## src/rtl/bg_tile_renderer_if.sv

```systemverilog
// Read-side memory bus of the background tile renderer: tile-map RAM and
// sprite-sheet ROM address/data pairs.
interface bg_tile_renderer_if;
   logic [15:0] bg_ram_addr;
   logic [31:0] bg_ram_data;
   logic [13:0] sheet_addr;
   logic [11:0] sheet_data;

   modport master (
      output bg_ram_addr,
      output sheet_addr,
      input  bg_ram_data,
      input  sheet_data
   );

   modport slave (
      input  bg_ram_addr,
      input  sheet_addr,
      output bg_ram_data,
      output sheet_data
   );
endinterface

```

## src/rtl/bg_tile_renderer.sv

```systemverilog
// Background tile renderer: scan position + fine scroll -> tile-map read ->
// sprite-sheet read -> RGB444, with syncs/valid delayed by the same 4 cycles.
module bg_tile_renderer #(
   parameter int          TILE_COLS   = 40,
   parameter int          TILE_ROWS   = 30,
   parameter logic [11:0] TRANSPARENT = 12'hF0F,
   parameter logic [11:0] BG_COLOR    = 12'h6BF
) (
   input  logic                clk,
   input  logic                reset,
   input  logic                video_on,
   input  logic [9:0]          x,
   input  logic [9:0]          y,
   input  logic [3:0]          bg_x_offset,
   input  logic                hsync_in,
   input  logic                vsync_in,
   bg_tile_renderer_if.master  mem,
   output logic [11:0]         rgb,
   output logic                hsync_out,
   output logic                vsync_out,
   output logic                pix_valid
);

   // Syncs travel active-high internally so a cleared pipeline means "no sync".
   typedef struct packed {
      logic video_on;
      logic hsync;
      logic vsync;
      logic oor;
   } side_t;

   localparam logic [6:0] COLS7 = 7'(TILE_COLS);
   localparam logic [9:0] Y_END = 10'(TILE_ROWS * 16);

   // Stage A combinational address generation
   logic [10:0] sx;
   logic [6:0]  col_raw;
   logic [6:0]  col;
   logic [5:0]  row;
   logic        oor;
   logic [15:0] map_addr;
   side_t       side_in;

   // NOTE: every always_comb output gets a value before any branch, so no latch can form.
   always_comb begin
      sx       = {1'b0, x} + {7'b0, bg_x_offset};
      col_raw  = sx[10:4];
      col      = (col_raw >= COLS7) ? col_raw - COLS7 : col_raw;
      row      = y[9:4];
      oor      = (y >= Y_END);
      map_addr = oor ? 16'd0 : 16'(row) * 16'(TILE_COLS) + 16'(col);
      side_in  = '{video_on: video_on, hsync: ~hsync_in, vsync: ~vsync_in, oor: oor};
   end

   logic [3:0] px_a, py_a, px_b, py_b;
   side_t      side_a, side_b, side_c, side_d;
   logic       en_c, en_d;

   // Stage B attribute decode
   logic [8:0] attr;
   logic [3:0] px_f, py_f;
   logic       unused_attr_hi;

   assign attr           = mem.bg_ram_data[8:0];
   assign unused_attr_hi = ^mem.bg_ram_data[31:9];
   assign px_f           = attr[6] ? ~px_b : px_b;
   assign py_f           = attr[7] ? ~py_b : py_b;

   // Stage C colour selection
   logic [11:0] rgb_next;

   always_comb begin
      rgb_next = mem.sheet_data;
      if (!side_d.video_on || side_d.oor)
         rgb_next = 12'h000;
      else if (!en_d || mem.sheet_data == TRANSPARENT)
         rgb_next = BG_COLOR;
   end

   // NOTE: non-blocking assignments so every stage samples the previous stage's old value on the same edge.
   always_ff @(posedge clk or posedge reset) begin
      if (reset) begin
         mem.bg_ram_addr <= 16'd0;
         px_a            <= 4'd0;
         py_a            <= 4'd0;
         side_a          <= '0;
         px_b            <= 4'd0;
         py_b            <= 4'd0;
         side_b          <= '0;
         mem.sheet_addr  <= 14'd0;
         en_c            <= 1'b0;
         side_c          <= '0;
         en_d            <= 1'b0;
         side_d          <= '0;
         rgb             <= 12'h000;
         pix_valid       <= 1'b0;
         hsync_out       <= 1'b1;
         vsync_out       <= 1'b1;
      end else begin
         // edge n: tile-map address issue
         mem.bg_ram_addr <= map_addr;
         px_a            <= sx[3:0];
         py_a            <= y[3:0];
         side_a          <= side_in;
         // edge n+1: wait for tile-map read
         px_b            <= px_a;
         py_b            <= py_a;
         side_b          <= side_a;
         // edge n+2: sheet address issue
         mem.sheet_addr  <= {attr[5:3], py_f, attr[2:0], px_f};
         en_c            <= attr[8];
         side_c          <= side_b;
         // edge n+3: wait for sheet read
         en_d            <= en_c;
         side_d          <= side_c;
         // edge n+4: pixel out
         rgb             <= rgb_next;
         pix_valid       <= side_d.video_on;
         hsync_out       <= ~side_d.hsync;
         vsync_out       <= ~side_d.vsync;
      end
   end

endmodule

```

## src/flat_wrapper.sv

```systemverilog
// flat-port wrapper written by rule: the top's interface ports become plain ports
module bg_tile_renderer_flat 
#(
   parameter int          TILE_COLS   = 40,
   parameter int          TILE_ROWS   = 30,
   parameter logic [11:0] TRANSPARENT = 12'hF0F,
   parameter logic [11:0] BG_COLOR    = 12'h6BF
)
  (clk, reset, video_on, x, y, bg_x_offset, hsync_in, vsync_in, rgb, hsync_out, vsync_out, pix_valid, mem_bg_ram_addr, mem_sheet_addr, mem_bg_ram_data, mem_sheet_data);
  bg_tile_renderer_if mem_i ();
  input  logic clk;
  input  logic reset;
  input  logic video_on;
  input  logic [9:0] x;
  input  logic [9:0] y;
  input  logic [3:0] bg_x_offset;
  input  logic hsync_in;
  input  logic vsync_in;
  output logic [11:0] rgb;
  output logic hsync_out;
  output logic vsync_out;
  output logic pix_valid;
  output wire logic [$bits(mem_i.bg_ram_addr)-1:0] mem_bg_ram_addr;
  output wire logic [$bits(mem_i.sheet_addr)-1:0] mem_sheet_addr;
  input wire logic [$bits(mem_i.bg_ram_data)-1:0] mem_bg_ram_data;
  input wire logic [$bits(mem_i.sheet_data)-1:0] mem_sheet_data;
  assign mem_bg_ram_addr = mem_i.bg_ram_addr;
  assign mem_sheet_addr = mem_i.sheet_addr;
  assign mem_i.bg_ram_data = mem_bg_ram_data;
  assign mem_i.sheet_data = mem_sheet_data;
  bg_tile_renderer #(.TILE_COLS(TILE_COLS), .TILE_ROWS(TILE_ROWS), .TRANSPARENT(TRANSPARENT), .BG_COLOR(BG_COLOR)) u_core (.clk(clk), .reset(reset), .video_on(video_on), .x(x), .y(y), .bg_x_offset(bg_x_offset), .hsync_in(hsync_in), .vsync_in(vsync_in), .mem(mem_i), .rgb(rgb), .hsync_out(hsync_out), .vsync_out(vsync_out), .pix_valid(pix_valid));
endmodule
```

## config.mk

```make
export PLATFORM = sky130hd
export DESIGN_NAME = bg_tile_renderer_flat
export DESIGN_NICKNAME = d
export VERILOG_FILES = /design/src/rtl/bg_tile_renderer_if.sv /design/src/rtl/bg_tile_renderer.sv /design/src/flat_wrapper.sv
export SDC_FILE = /design/constraint.sdc
export NUM_CORES = 1
export LEC_CHECK = 0
export CORE_MARGIN = 1
export CORE_UTILIZATION = 39
export DETAILED_ROUTE_END_ITERATION = 16
export PLACE_DENSITY = 0.77
export REMOVE_ABC_BUFFERS = 1
export SLEW_MARGIN = 10
export SYNTH_ARGS = -nofsm -noshare
export SYNTH_HDL_FRONTEND = slang
export SYNTH_SLANG_ARGS = --single-unit
```

## constraint.sdc

```tcl
create_clock -name clk -period 2.2 [get_ports clk]
set_input_delay 0.44 -clock clk [delete_from_list [all_inputs] [get_ports clk]]
set_output_delay 0.44 -clock clk [all_outputs]
set_load 0.02 [all_outputs]
```

# Word level (Yosys, flattened, before mapping)
# Cells that the tools add are included.
# Widths: inputs -> output; s select.
# word_totals
wordCells	51
register_bits	79
output_inout_bits	45
input_bits	73
# classes
mul	1
order_cmp	2
bitwise	6
n_addsub	3
n_reduce_logical	4
n_eq_ne	1
muxes	6
# op_table
cell	count
$mux 12	2
$mux 16	1
$add 12x7->13	1
$eq 12x12->1 const B	1
$add 10x4->11	1
$ge 10x9->1 const B	1
$mul 6x3->9 const B	1
$mux 4	2
$not 4->4	2
$ge 7x6->1 const B	1
$mux 7	1
$sub 7x6->7 const B	1
$not 1->1	4
$logic_not 1->1	2
$logic_or 1x1->1	2

# Depth between registers and ports, before layout
# Gate-level depths: netlist (run 1).
# logic_depth
ltp_word	5
depth_mapped	17
depth_no_buf	17

# Worst setup path before layout (run 1)
# Ideal clock, no wire load.
# synth_timing
kind	input to register
start	in x[0]
end	reg u_core.mem.bg_ram_addr[9]
slack_ns	-1.548
t_arrival_ns	3.616
cell_stages	17
path_buffers	0
setup_time_ns	0.132
required_ns	2.068
cell_sequence	ha_1 > fa_1 > a211oi_1 > nor3_1 > xnor2_1 > ha_1 > inv_1 > a31oi_1 > o21bai_2 > xnor2_1 > ha_1 > fa_1 > a21o_1 > a21oi_1 > or3_1 > xnor2_1 > nor2_1
# synth_via
elab_chain_cells	5
elab_cells_between_ends	6
classes_between	add/sub (3); order compare (1); mux (2)
# synth_rtl
element	line_no	rtl
from (decl)	flat_wrapper.sv:14	input logic [9:0] x;
$add 10x4->11 (*)	bg_tile_renderer.sv:46	sx = {1'b0, x} + {7'b0, bg_x_offset};
$sub 7x6->7 / $ge 7x6->1 (equally long branches)	bg_tile_renderer.sv:48	col = (col_raw >= COLS7) ? col_raw - COLS7 : col_raw;
$mux 7 (*)	bg_tile_renderer.sv:48	
$add 12x7->13 (*)	bg_tile_renderer.sv:51	map_addr = oor ? 16'd0 : 16'(row) * 16'(TILE_COLS) + 16'(col);
$mux 16 (*)	bg_tile_renderer.sv:51	
named net u_core.map_addr[9]	bg_tile_renderer.sv:41	logic [15:0] map_addr;
to (signal assigned)	bg_tile_renderer.sv:101	mem.bg_ram_addr <= map_addr;
to (decl)	bg_tile_renderer_if.sv:10	output bg_ram_addr,
# Mark *: on every way through the listed nets, which the timed path passes. The rest lies on a longest branch.

# Final worst setup path (run 1)
# layout_timing
start	in bg_x_offset[0]
end	reg u_core.mem.bg_ram_addr[10]
# layout_via
elab_chain_cells	5
elab_cells_between_ends	6
classes_between	add/sub (3); order compare (1); mux (2)
# layout_rtl
element	line_no	rtl
from (decl)	flat_wrapper.sv:16	input logic [3:0] bg_x_offset;
$add 10x4->11 (*)	bg_tile_renderer.sv:46	
$sub 7x6->7 / $ge 7x6->1 (equally long branches)	bg_tile_renderer.sv:48	
$mux 7 (*)	bg_tile_renderer.sv:48	
$add 12x7->13 (*)	bg_tile_renderer.sv:51	
$mux 16 (*)	bg_tile_renderer.sv:51	
named net u_core.map_addr[10]	bg_tile_renderer.sv:41	
# Marks and branches as above.

==> results_dict.tcl, run 1 <==
set metrics [dict create \
    root_buffer "clkbuf_8" \
    cpMostUsedCell "a21o_1" \
    switching_power_uw 883 \
    utilization_pct 64.0 \
    ys_warn_count 0 \
    startpoint "bg_x_offset[0]" \
    critPathSlowestCell "a222oi_1" \
    hold_viol_final 0 \
    wl_per_cell_um 12.3 \
    end_kind "register" \
    fmax_mhz 284 \
    layout-drive-gt1-share_pct 25.9 \
    start_util_pct 41.0 \
    dp.final_hpwl_mm 4.41 \
    ys_top_cells_by_count "dfrtp_1, nor2_1, inv_1" \
    r2r-start "u_core.en_d" \
    globalplace.congestion 0.837 \
    status "complete, but fails checks" \
    ys_ff_latch 76 \
    cp_num_cells 16 \
    row_count 31 \
    htreeDepth 3 \
    grt_util_all_layers_pct 15.8 \
    post-route-period-util_pct 160 \
    ys_types 43 \
    core_region_area_mm2 0.00733 \
    finalSetupViolCount 9 \
    grt_setup_unrepaired "yes" \
    worstSetupPathType "in -> reg" \
    holdWs_ps 312 \
    syn_area_mm2 0.00300 \
    rr_worst_depth 4 \
    swShare_pct 25.9 \
    cpLargestDelayFamily "compound AO/OA/AOI/OAI gates" \
    fin_cells 477 \
    firstDrtPassIters 4 \
    fin_skew_ps 7.45 \
    drt_iter0_drc 49 \
    hold_path.class "in -> reg" \
    post_synth.cell_area_avg_um2 12.9 \
    grt_pass1_wl_mm 10.1 \
    start_kind "primary input" \
    critical-path-max-stage-delay_ps 460 \
    vdd_ir_drop_max_uv 329 \
    synthTopCellsByArea "dfrtp_1, ha_1, xor2_1" \
    synth_seq_area_share_pct 63.4 \
    drc 0 \
    clk_latency_ps 330 \
    grt_max_degree 34 \
    cts_tree "done" \
    ys.flop_type "dfrtp_1" \
    antenna_found_initial 0 \
    grt-ovfl-total 0 \
    viasPerCell 4.54 \
    regToRegSetupSlack_ps 1140 \
    dr_total_vias 2165 \
    critical_path_arrival_ps 3730 \
    setup.worst_path.end "u_core.mem.bg_ram_addr[10]" \
    die_y_um 89.8 \
    fin_ws_ps -1320 \
    dpl.cell_count 450 \
    drv_cap 0 \
    area_growth_pct 56.3 \
    finalCriticalPeriod_ps 3520 \
    synth_top_area_share_pct 61.6 \
    power_frac_clock_pct 31.3 \
    nNetsFinal 466 \
    synthArstFlopShare_pct 100 \
    drt-total-wl_mm 5.88 \
    cts_buffer_depth 2 \
    die_w_um 89.8 \
    numCtsBuffers 9 \
    power.leakage_nw 2.18 \
    violations "setup timing" \
    dieArea_mm2 0.00806 \
    combPwrFrac_pct 23.3 \
    n_antenna_cell 0 \
    critical_path.max_fanout 2 \
    grt_pass1_vias 2267 \
    synth_area_leader_cell "dfrtp_1" \
    power-per-cell-area_mw_per_mm2 726 \
    syn-instance-count 232 \
    cp_cell_sequence "buf_6, ha_4, fa_2, a211o_4, a21o_1, a222oi_1, a31oi_2, o21bai_2, mux2i_2, ha_2, a21o_1, a21o_1, a21oi_2, nor4_2, mux2i_1, nor2_1" \
    yosysMostFrequentCell "dfrtp_1" \
    synth_edf_count 0 \
    antenna_left 0 \
    internal_power_mw 2.53 \
    clkTransAtPathRegs_ps 80 \
    cp.buffers_inverters 1 \
    port_buffers 91 \
    slew_violations 0 \
    boundaryPins 118 \
    cts_sinks 76 \
    cp_data_required_time_ps 2400 \
    sequentialPowerShare_pct 45.5 \
    r2r_end "u_core.rgb[7]" \
]
-- kinds of logic after synthesis --
kind of cell / share of synthesized area [%]
other: 0.125
multiplexers: 1.37
adder cells (fa/ha/maj): 9.08
AND/OR/NAND/NOR: 7.83
buffers and inverters: 3.79
flip-flops: 63.4
XOR/XNOR: 6.12
AO/OA/AOI/OAI: 8.29
-- how the worst min path moves through the flow --
stage / start / end / slack, ps / depth (start not counted)
after floorplan: u_core.en_c / u_core.en_d / 330 / 0
after global placement: u_core.side_a[2] / u_core.side_b[2] / 330 / 0
after detailed placement: u_core.side_c[3] / u_core.side_d[3] / 340 / 0
after CTS: x[0] / u_core.px_a[0] / 290 / 2
after global routing: x[0] / u_core.px_a[0] / 290 / 2
final: x[0] / u_core.px_a[0] / 310 / 2
-- placed cells by master, fill, tap and decap left out, types with 3 or more instances in the layout --
cell	netlist	layout
a21o_1	7	7
a21oi_1	11	9
buf_4	3	40
buf_6	0	3
clkbuf_8	0	11
clkdlybuf4s50_1	0	83
conb_1	1	4
dfrtp_1	74	74
ha_1	17	10
ha_2	0	3
ha_4	0	4
inv_1	21	17
inv_2	0	3
nand2_1	4	4
nor2_1	25	25
o211ai_1	3	3
xnor2_1	9	7
xor2_1	12	12
-- power by group through the flow --
stage          sequential, mW  clock (mW)  combinational (mW)
2_1_floorplan            1.67           0               0.248
3_3_place_gp             1.57           0               0.700
3_5_place_dp             1.58           0               0.716
4_1_cts                  1.55        1.10               0.787
5_1_grt                  1.56        1.17               0.860
6_report                 1.55        1.07               0.793
-- sequential cells by signal, indices dropped and copies added (netlist names), 4 cells and up --
name	flops
u_core.side_c	4
u_core.side_b	4
u_core.side_a	4
u_core.mem.sheet_addr	14
u_core.px_b	4
u_core.rgb	12
u_core.py_b	4
u_core.mem.bg_ram_addr	13
u_core.py_a	4
u_core.side_d	4
u_core.px_a	4
-- cell type report --
cell class,instances,area [µm²]
Clock inverter,5,58.8
Inverter,21,80.1
Sequential cell,76,1900
Tap cell,99,124
Multi-Input combinational cell,132,1150
Clock buffer,11,151
Timing Repair Buffer,133,1230
Fill cell,526,2640
-- per-stage QoR --
| step | power [mW] | setup TNS, ps | worst slack [ps] | cell area [µm²] |
|---|---|---|---|---|
| after floorplan | 1.92 | -23990 | -1550 | 2980 |
| after global placement | 2.27 | -16740 | -2080 | 4260 |
| after detailed placement | 2.30 | -17900 | -2220 | 4260 |
| after CTS | 3.44 | -9910 | -1340 | 4680 |
| after global routing | 3.59 | -10590 | -1420 | 4690 |
| final | 3.41 | -9740 | -1320 | 4690 |
-- routing by layer --
metal | track usage, % | vias to the layer above | share of wire, %
li1 | - | 1045 | -
met2 | 27.8 | 69 | 52
met5 | 0 | - | 0
met4 | 6.83 | 0 | 2.2
met1 | 18.0 | 1041 | 41
met3 | 4.48 | 10 | 4.9
-- timing repair --
action                     in CTS  in global routing
setup endpoints to repair      10                  9
resized for setup              44                  8
hold buffers                    0                  0
pin swaps                      27                 18
setup buffers                  11                  0
Power figures use the tool's default switching activity.
==> run 2: changes to the inputs <==
--- a/config.mk
+++ b/config.mk
@@ -8,7 +8,7 @@
 export CORE_MARGIN = 1
 export CORE_UTILIZATION = 39
 export DETAILED_ROUTE_END_ITERATION = 16
-export PLACE_DENSITY = 0.77
+export PLACE_DENSITY = 0.74
 export REMOVE_ABC_BUFFERS = 1
 export SLEW_MARGIN = 10
 export SYNTH_ARGS = -nofsm -noshare
==> results_dict.tcl, run 2 (synthesis results as in run 1) <==
set metrics [dict create \
    cts_buffer_depth 2 \
    worstSetupPathType "in -> reg" \
    dieArea_mm2 0.00806 \
    die_y_um 89.8 \
    fin_ws_ps -1310 \
    grt-ovfl-total 0 \
    cp_cell_sequence "dlygate4sd2_1, ha_4, buf_6, a211o_2, a21o_1, a222oi_1, a31oi_2, o21bai_2, mux2i_2, buf_4, fa_2, a21o_1, a21oi_2, or3_4, xnor2_2, nor2_1" \
    cts_tree "done" \
    largest_reg_flops 14 \
    power-per-cell-area_mw_per_mm2 733 \
    largest_register "u_core.mem.sheet_addr" \
    start_util_pct 41.0 \
    critical-path-max-stage-delay_ps 410 \
    r2r-start "u_core.en_d" \
    drt-total-wl_mm 6.04 \
    r2r_end "u_core.rgb[7]" \
    clkTransAtPathRegs_ps 70 \
    whs_path_depth 2 \
    end_kind "register" \
    globalplace.congestion 0.776 \
    port_buffers 91 \
    htreeDepth 3 \
    post-route-period-util_pct 160 \
    cp_data_required_time_ps 2400 \
    fmax_mhz 285 \
    critical_path.max_fanout 4 \
    finalCriticalPeriod_ps 3510 \
    final_common_cell "clkdlybuf4s50_1" \
    finalSetupViolCount 9 \
    grt_max_degree 60 \
    clk_latency_ps 330 \
    viasPerCell 4.56 \
    regToRegSetupSlack_ps 1110 \
    boundaryPins 118 \
    antenna_found_initial 0 \
    numCtsBuffers 9 \
    cp.buffers_inverters 3 \
    area_growth_pct 57.7 \
    fin_skew_ps 6.77 \
    drc 0 \
    dp.final_hpwl_mm 4.40 \
    utilization_pct 64.6 \
    largestRegisters "u_core.mem.sheet_addr (14), u_core.mem.bg_ram_addr (13), u_core.rgb (12)" \
    hold_path.class "in -> reg" \
    cts_sinks 76 \
    grt_setup_unrepaired "yes" \
    critical_path_arrival_ps 3710 \
    drv_cap 0 \
    n_antenna_cell 0 \
    layout_common_cells "clkdlybuf4s50_1, dfrtp_1, buf_4" \
    grt_pass1_wl_mm 10.1 \
    p_total_mw 3.47 \
    violations "setup timing" \
    hold_viol_final 0 \
    antenna_left 0 \
    cpLargestDelayFamily "compound AO/OA/AOI/OAI gates" \
    vdd_ir_drop_max_uv 304 \
    wl_per_cell_um 12.6 \
    power.leakage_nw 2.23 \
    layout-drive-gt1-share_pct 25.6 \
    grt_pass1_vias 2282 \
    rr_worst_depth 4 \
    dr_total_vias 2179 \
    hold_end "u_core.px_a[0]" \
    start_kind "primary input" \
    status "complete, but fails checks" \
    worstHoldStart "x[0]" \
    core_region_area_mm2 0.00733 \
    critPathSlowestCell "a222oi_1" \
    root_buffer "clkbuf_8" \
    cpMostUsedCell "a21o_1" \
    row_count 31 \
    postCtsHoldBufs 0 \
    die_w_um 89.8 \
    grt_util_all_layers_pct 15.9 \
    slew_violations 0 \
    firstDrtPassIters 4 \
    nNetsFinal 468 \
    drt_iter0_drc 82 \
]
run 2: changes by cell type in the layout (fill, tap and decap cells not counted), sizes merged:
| cell | change |
|---|---|
| buf | +2 |
| bufinv | +1 |
| clkbuf | -1 |
| clkdlybuf4s50 | -1 |
| clkinv | +1 |
| clkinvlp | -2 |
| dlygate4sd2 | +1 |
| dlymetal6s2s | +1 |
| inv | -1 |
run 2: cell type report:
cell class                 instances  area [µm²]
clock buffer                      11         141
inverter                          21        80.1
timing repair buffer             135        1260
fill                             550        2590
tap                               99         124
sequential                        76        1900
multi-input combinational        132        1160
clock inverter                     4        73.8
run 2: how the worst max path moves through the flow:
stage / startpoint / to / slack, ps / depth (start not counted)
after floorplan: x[0] / u_core.mem.bg_ram_addr[9] / -1550 / 17
after CTS: bg_x_offset[0] / u_core.mem.bg_ram_addr[9] / -1270 / 16
after global placement: x[1] / u_core.mem.bg_ram_addr[10] / -2080 / 18
after global routing: x[0] / u_core.mem.bg_ram_addr[9] / -1430 / 16
final: x[2] / u_core.mem.bg_ram_addr[9] / -1310 / 16
after detailed placement: x[1] / u_core.mem.bg_ram_addr[10] / -2180 / 18
run 2: report_power, final:
group / switching, mW / leakage, nW / internal (mW)
clock: 0.443 / 0.109 / 0.664
combinational: 0.376 / 1.20 / 0.437
sequential: 0.0349 / 0.920 / 1.52
run 2: layer usage:
layer | track usage (%) | routed length (µm) | vias up
li1 | - | - | 1053
met1 | 17.3 | 2380 | 1030
met2 | 29.2 | 3210 | 83
met3 | 4.15 | 332 | 13
met4 | 6.28 | 118 | 0
met5 | 0 | 0 | -
run 2: timing repair:
item,4_1_cts,5_1_grt
resized for setup,45,8
buffers inserted,7,5
pin swaps,25,17
setup endpoints to repair,9,9
run 2: per-stage QoR:
| step | hold slack, ps | area [µm²] | cells | setup TNS, ps | setup WS [ps] |
|---|---|---|---|---|---|
| floorplan | 331 | 2980 | 229 | -23990 | -1550 |
| CTS | 297 | 4660 | 473 | -9240 | -1270 |
| finish | 322 | 4740 | 478 | -9660 | -1310 |
| global route | 308 | 4740 | 478 | -10600 | -1430 |
| detailed placement | 335 | 4270 | 451 | -17440 | -2180 |
| global placement | 332 | 4270 | 451 | -16640 | -2080 |
==> run 3: changes to the inputs <==
--- a/config.mk
+++ b/config.mk
@@ -5,10 +5,12 @@
 export SDC_FILE = /design/constraint.sdc
 export NUM_CORES = 1
 export LEC_CHECK = 0
+export ABC_CLOCK_PERIOD_IN_PS = 2200
 export CORE_MARGIN = 1
 export CORE_UTILIZATION = 39
 export DETAILED_ROUTE_END_ITERATION = 16
 export PLACE_DENSITY = 0.74
+export RECOVER_POWER = 100
 export REMOVE_ABC_BUFFERS = 1
 export SLEW_MARGIN = 10
 export SYNTH_ARGS = -nofsm -noshare
==> results_dict.tcl, run 3 (synthesis results as in run 1) <==
set metrics [dict create \
    n_fill_cell 552 \
    power-per-cell-area_mw_per_mm2 733 \
    hold_viol_final 0 \
    globalplace.congestion 0.776 \
    worstSetupPathType "in -> reg" \
    firstDrtPassIters 5 \
    dieArea_mm2 0.00806 \
    finalCriticalPeriod_ps 3470 \
    antenna_found_initial 0 \
    root_buffer "clkbuf_8" \
    clk_latency_ps 330 \
    largestRegisters "u_core.mem.sheet_addr (14), u_core.mem.bg_ram_addr (13), u_core.rgb (12)" \
    grt_util_all_layers_pct 15.9 \
    fin_skew_ps 7.17 \
    vdd_ir_drop_max_uv 303 \
    dp.final_hpwl_mm 4.40 \
    post-route-period-util_pct 158 \
    core_region_area_mm2 0.00733 \
    wl_per_cell_um 12.6 \
    cts_buffer_depth 2 \
    fin_cells 478 \
    hold_path.class "in -> reg" \
    finalSetupViolCount 9 \
    slew_violations 0 \
    drc 0 \
    critical_path.max_fanout 4 \
    fmax_mhz 288 \
    critical_path_arrival_ps 3670 \
    grt_max_degree 60 \
    cts_sinks 76 \
    drt-total-wl_mm 6.04 \
    viasPerCell 4.52 \
    grt_pass1_vias 2282 \
    relSlewSlack_pct 50.6 \
    die_w_um 89.8 \
    dpl.cell_count 451 \
    drt_iter0_drc 93 \
    final_common_cell "dfrtp_1" \
    antenna_left 0 \
    grt-ovfl-total 0 \
    fin_ws_ps -1270 \
    area_growth_pct 57.3 \
    die_y_um 89.8 \
    start_kind "primary input" \
    n_antenna_cell 0 \
    largest_register "u_core.mem.sheet_addr" \
    clkTransAtPathRegs_ps 70 \
    utilization_pct 64.4 \
    htreeDepth 3 \
    drv_cap 0 \
    row_count 31 \
    cp_data_required_time_ps 2400 \
    end_kind "register" \
    worst_slew_pin_slew_ps 738 \
    violations "setup timing" \
    layout_common_cells "dfrtp_1, clkdlybuf4s50_1, buf_4" \
    largest_reg_flops 14 \
    status "complete, but fails checks" \
    cts_tree "done" \
    numCtsBuffers 9 \
    port_buffers 91 \
    dr_total_vias 2162 \
    layout-drive-gt1-share_pct 25.6 \
    grt_pass1_wl_mm 10.1 \
    nNetsFinal 468 \
    power.leakage_nw 2.23 \
    grt_setup_unrepaired "yes" \
    start_util_pct 41.0 \
    boundaryPins 118 \
]
==> run 3: cell count changes in the layout (fill, tap and decap cells not counted) <==
cell	delta
buf_12	-1
clkbuf_4	+1
clkdlybuf4s50_1	-17
clkinv_2	-1
clkinvlp_2	+1
dlygate4sd3_1	+17
==> run 3: timing repair <==
| item | 4_1_cts | 5_1_grt |
|---|---|---|
| setup buffers | 7 | 5 |
| pin swaps | 25 | 17 |
| hold buffers | 0 | 0 |
| setup endpoints to repair | 9 | 9 |
| gates resized for setup | 45 | 8 |
==> run 3: critical path, stage by stage <==
cell and delay [ps]:
dlygate4sd2_1 260, ha_4 220, buf_6 120, a211o_2 340, a21o_1 200, a222oi_1 390, a31oi_2 150, o21bai_2 220
mux2i_2 260, buf_4 140, fa_2 190, a21o_1 120, a21oi_2 60, or3_4 390, xnor2_2 120, nor2_1 50
==> run 3: metal layers <==
metal  global-route usage, %  wire [µm]
met1                    17.3       2350
met2                    29.2       3250
met3                    4.15        342
met4                    6.28         92
met5                       0          0
==> run 3: power breakdown <==
group / leakage, nW / total (mW) / switching (mW) / internal [mW]
clock network: 0.109 / 1.11 / 0.446 / 0.664
registers: 0.920 / 1.55 / 0.0348 / 1.52
logic: 1.20 / 0.803 / 0.375 / 0.428
total: 2.23 / 3.46 / 0.856 / 2.61
==> run 3: worst paths after layout <==
kind / startpoint / endpoint / slack, ps / cells past startpoint
setup / recovery: x[2] / u_core.mem.bg_ram_addr[9] / -1270 / 16
hold reg to reg: u_core.py_a[0] / u_core.py_b[0] / 350 / 0
max in group asynchronous: reset / u_core.mem.bg_ram_addr[4] / 350 / 3
setup reg to reg: u_core.en_d / u_core.rgb[7] / 1110 / 4
hold / removal: x[0] / u_core.px_a[0] / 320 / 2
min in group asynchronous: reset / u_core.en_d / 640 / 2
==> run 3: area by class of cell <==
cell class	instances	area, µm²	area share [%]
flip-flops and latches	76	1900	40.3
repair buffers	135	1240	26.3
multi-input cells	132	1160	24.5
clock buffers	11	141	2.99
well taps	99	124	2.62
inverters	21	80.1	1.69
clock inverters	4	73.8	1.56
==> run 3: through the flow <==
| stage | power (mW) | hold slack, ps | instance area, µm² | setup TNS, ps | setup WS [ps] |
|---|---|---|---|---|---|
| 4_1_cts | 3.48 | 297 | 4660 | -9240 | -1270 |
| 3_5_place_dp | 2.30 | 335 | 4270 | -17440 | -2180 |
| 2_1_floorplan | 1.92 | 331 | 2980 | -23990 | -1550 |
| 3_3_place_gp | 2.28 | 332 | 4270 | -16640 | -2080 |
| 6_report | 3.46 | 320 | 4720 | -9280 | -1270 |
| 5_1_grt | 3.64 | 308 | 4720 | -10600 | -1430 |
==> variant: new RTL, settings of run 1 <==
`rgb` no longer has a reset.
--- a/src/rtl/bg_tile_renderer.sv
+++ b/src/rtl/bg_tile_renderer.sv
@@ -92,7 +92,6 @@
          side_c          <= '0;
          en_d            <= 1'b0;
          side_d          <= '0;
-         rgb             <= 12'h000;
          pix_valid       <= 1'b0;
          hsync_out       <= 1'b1;
          vsync_out       <= 1'b1;
@@ -114,12 +113,15 @@
          en_d            <= en_c;
          side_d          <= side_c;
          // edge n+4: pixel out
-         rgb             <= rgb_next;
          pix_valid       <= side_d.video_on;
          hsync_out       <= ~side_d.hsync;
          vsync_out       <= ~side_d.vsync;
       end
    end
 
+   always_ff @(posedge clk) begin
+      rgb <= rgb_next;
+   end
+
 endmodule
 
Function: differs if reset is asserted again (counterexample within 10 cycles, from zero or initial values and one cycle with reset high); with reset held inactive, the same outputs for 10 cycles.
==> variant against run 1 <==
The run still ends with negative setup slack left; cell count did not move; die area is 2.0% lower; non-clock buffer count stayed put; cell area is 1.7% lower; total power rose by 2.4%; wire length grew 1.4%; worst setup slack improved by 71 ps; area after synthesis is 2.0% lower; via count fell by 0.74%; critical path depth did not move; sequential cell count unchanged.
==> variant: results (changes against run 1) <==
Layout
  – Layout fillers: 595 (was 526)
  – Multi-input gate share of total cell area: 0.2415 (was 0.2447)
  – Flip-flop and latch count: 76 (unchanged)
  – Post-route cell area: 4617 um^2 (was 4695 um^2)
  – ClkCell Share: 0.04824 (was 0.04478)
  – Share of cells above drive strength 1: 0.2513 (was 0.2593)

Status
  – Status: finished, violations left (unchanged)
  – Failing checks: negative setup slack (unchanged)

Timing
  – Setup TNS: -9382 ps (was -9744 ps)
  – Setup slack after layout: -1252 ps (was -1324 ps)
  – Setup violations, final: 9 (unchanged)
  – Final clock skew: 3.505 ps (was 7.447 ps)

Pwr
  – Total power: 3.491 mW (was 3.409 mW)
  – Peak supply drop: 0.3169 mV (was 0.3286 mV)
  – Power in the clock group: 1.14 mW (was 1.07 mW)
  – Leakage power: 2.146 nW (was 2.179 nW)
  – Comb power frac: 0.229 (was 0.233)
  – Net switching power: 901.9 uW (was 882.9 uW)

Worst setup path
  – WP data arrival: 3650 ps (was 3730 ps)
  – Slowest stage cell, crit path: or3_4 (was a222oi_1)
  – Worst Reg-to-Reg Cells: 3 (was 4)
  – Worst r2r src: u_core.side_d[3] (was u_core.en_d)

Place
  – Placed Area: 4208 um^2 (was 4262 um^2)
  – Inst Count DP: 451 (was 450)
  – Post-DP HPWL: 4.293 mm (was 4.413 mm)

Yosys
  – Yosys cell types: 44 (was 43)
  – Fraction of registers with async set/reset: 0.8421 (was 1.000)
  – Synth top area cells: dfrtp_1 (53%), dfxtp_1 (8.2%), ha_1 (7.2%) (was dfrtp_1 (62%), ha_1 (7.1%), xor2_1 (3.5%))

Drt
  – Drt first-iter violations: 33 (was 49)
  – Via count: 2,149 (was 2,165)

GRT
  – Largest net degree at the start of global routing: 65 (was 34)
  – GRT Total Usage: 0.1603 (was 0.1584)
[variant: per-layer routing]
metal	track usage	wire length [um]	vias up
met4	0.08211	104	0
met5	0	0	-
li1	-	-	1046
met2	0.2916	3261	59
met1	0.1726	2252	1036
met3	0.03918	347	8
[variant: cells by family after synthesis]
family	Yosys count	share of synthesized area
flops	76	0.6264
simple gates	48	0.07990
compound gates	35	0.08457
buf+inv	27	0.03867
xor+xnor	21	0.06247
fa+ha+maj	20	0.09265
mux	4	0.01402
other cells	1	0.001274
[variant: what timing repair did]
item,4_1_cts,5_1_grt
setup buffers,10,1
pin swaps,23,9
setup endpoints to repair,9,9
hold buffers,0,0
resized for setup,47,5
[variant: final timing paths]
check,slack (ps),end
setup / recovery,-1250,u_core.mem.bg_ram_addr[9]
hold / removal,320,u_core.px_a[0]
setup reg to reg,1130,u_core.rgb[11]
hold reg to reg,350,u_core.side_c[0]
max in group asynchronous,1430,u_core.hsync_out
min in group asynchronous,480,u_core.mem.bg_ram_addr[12]
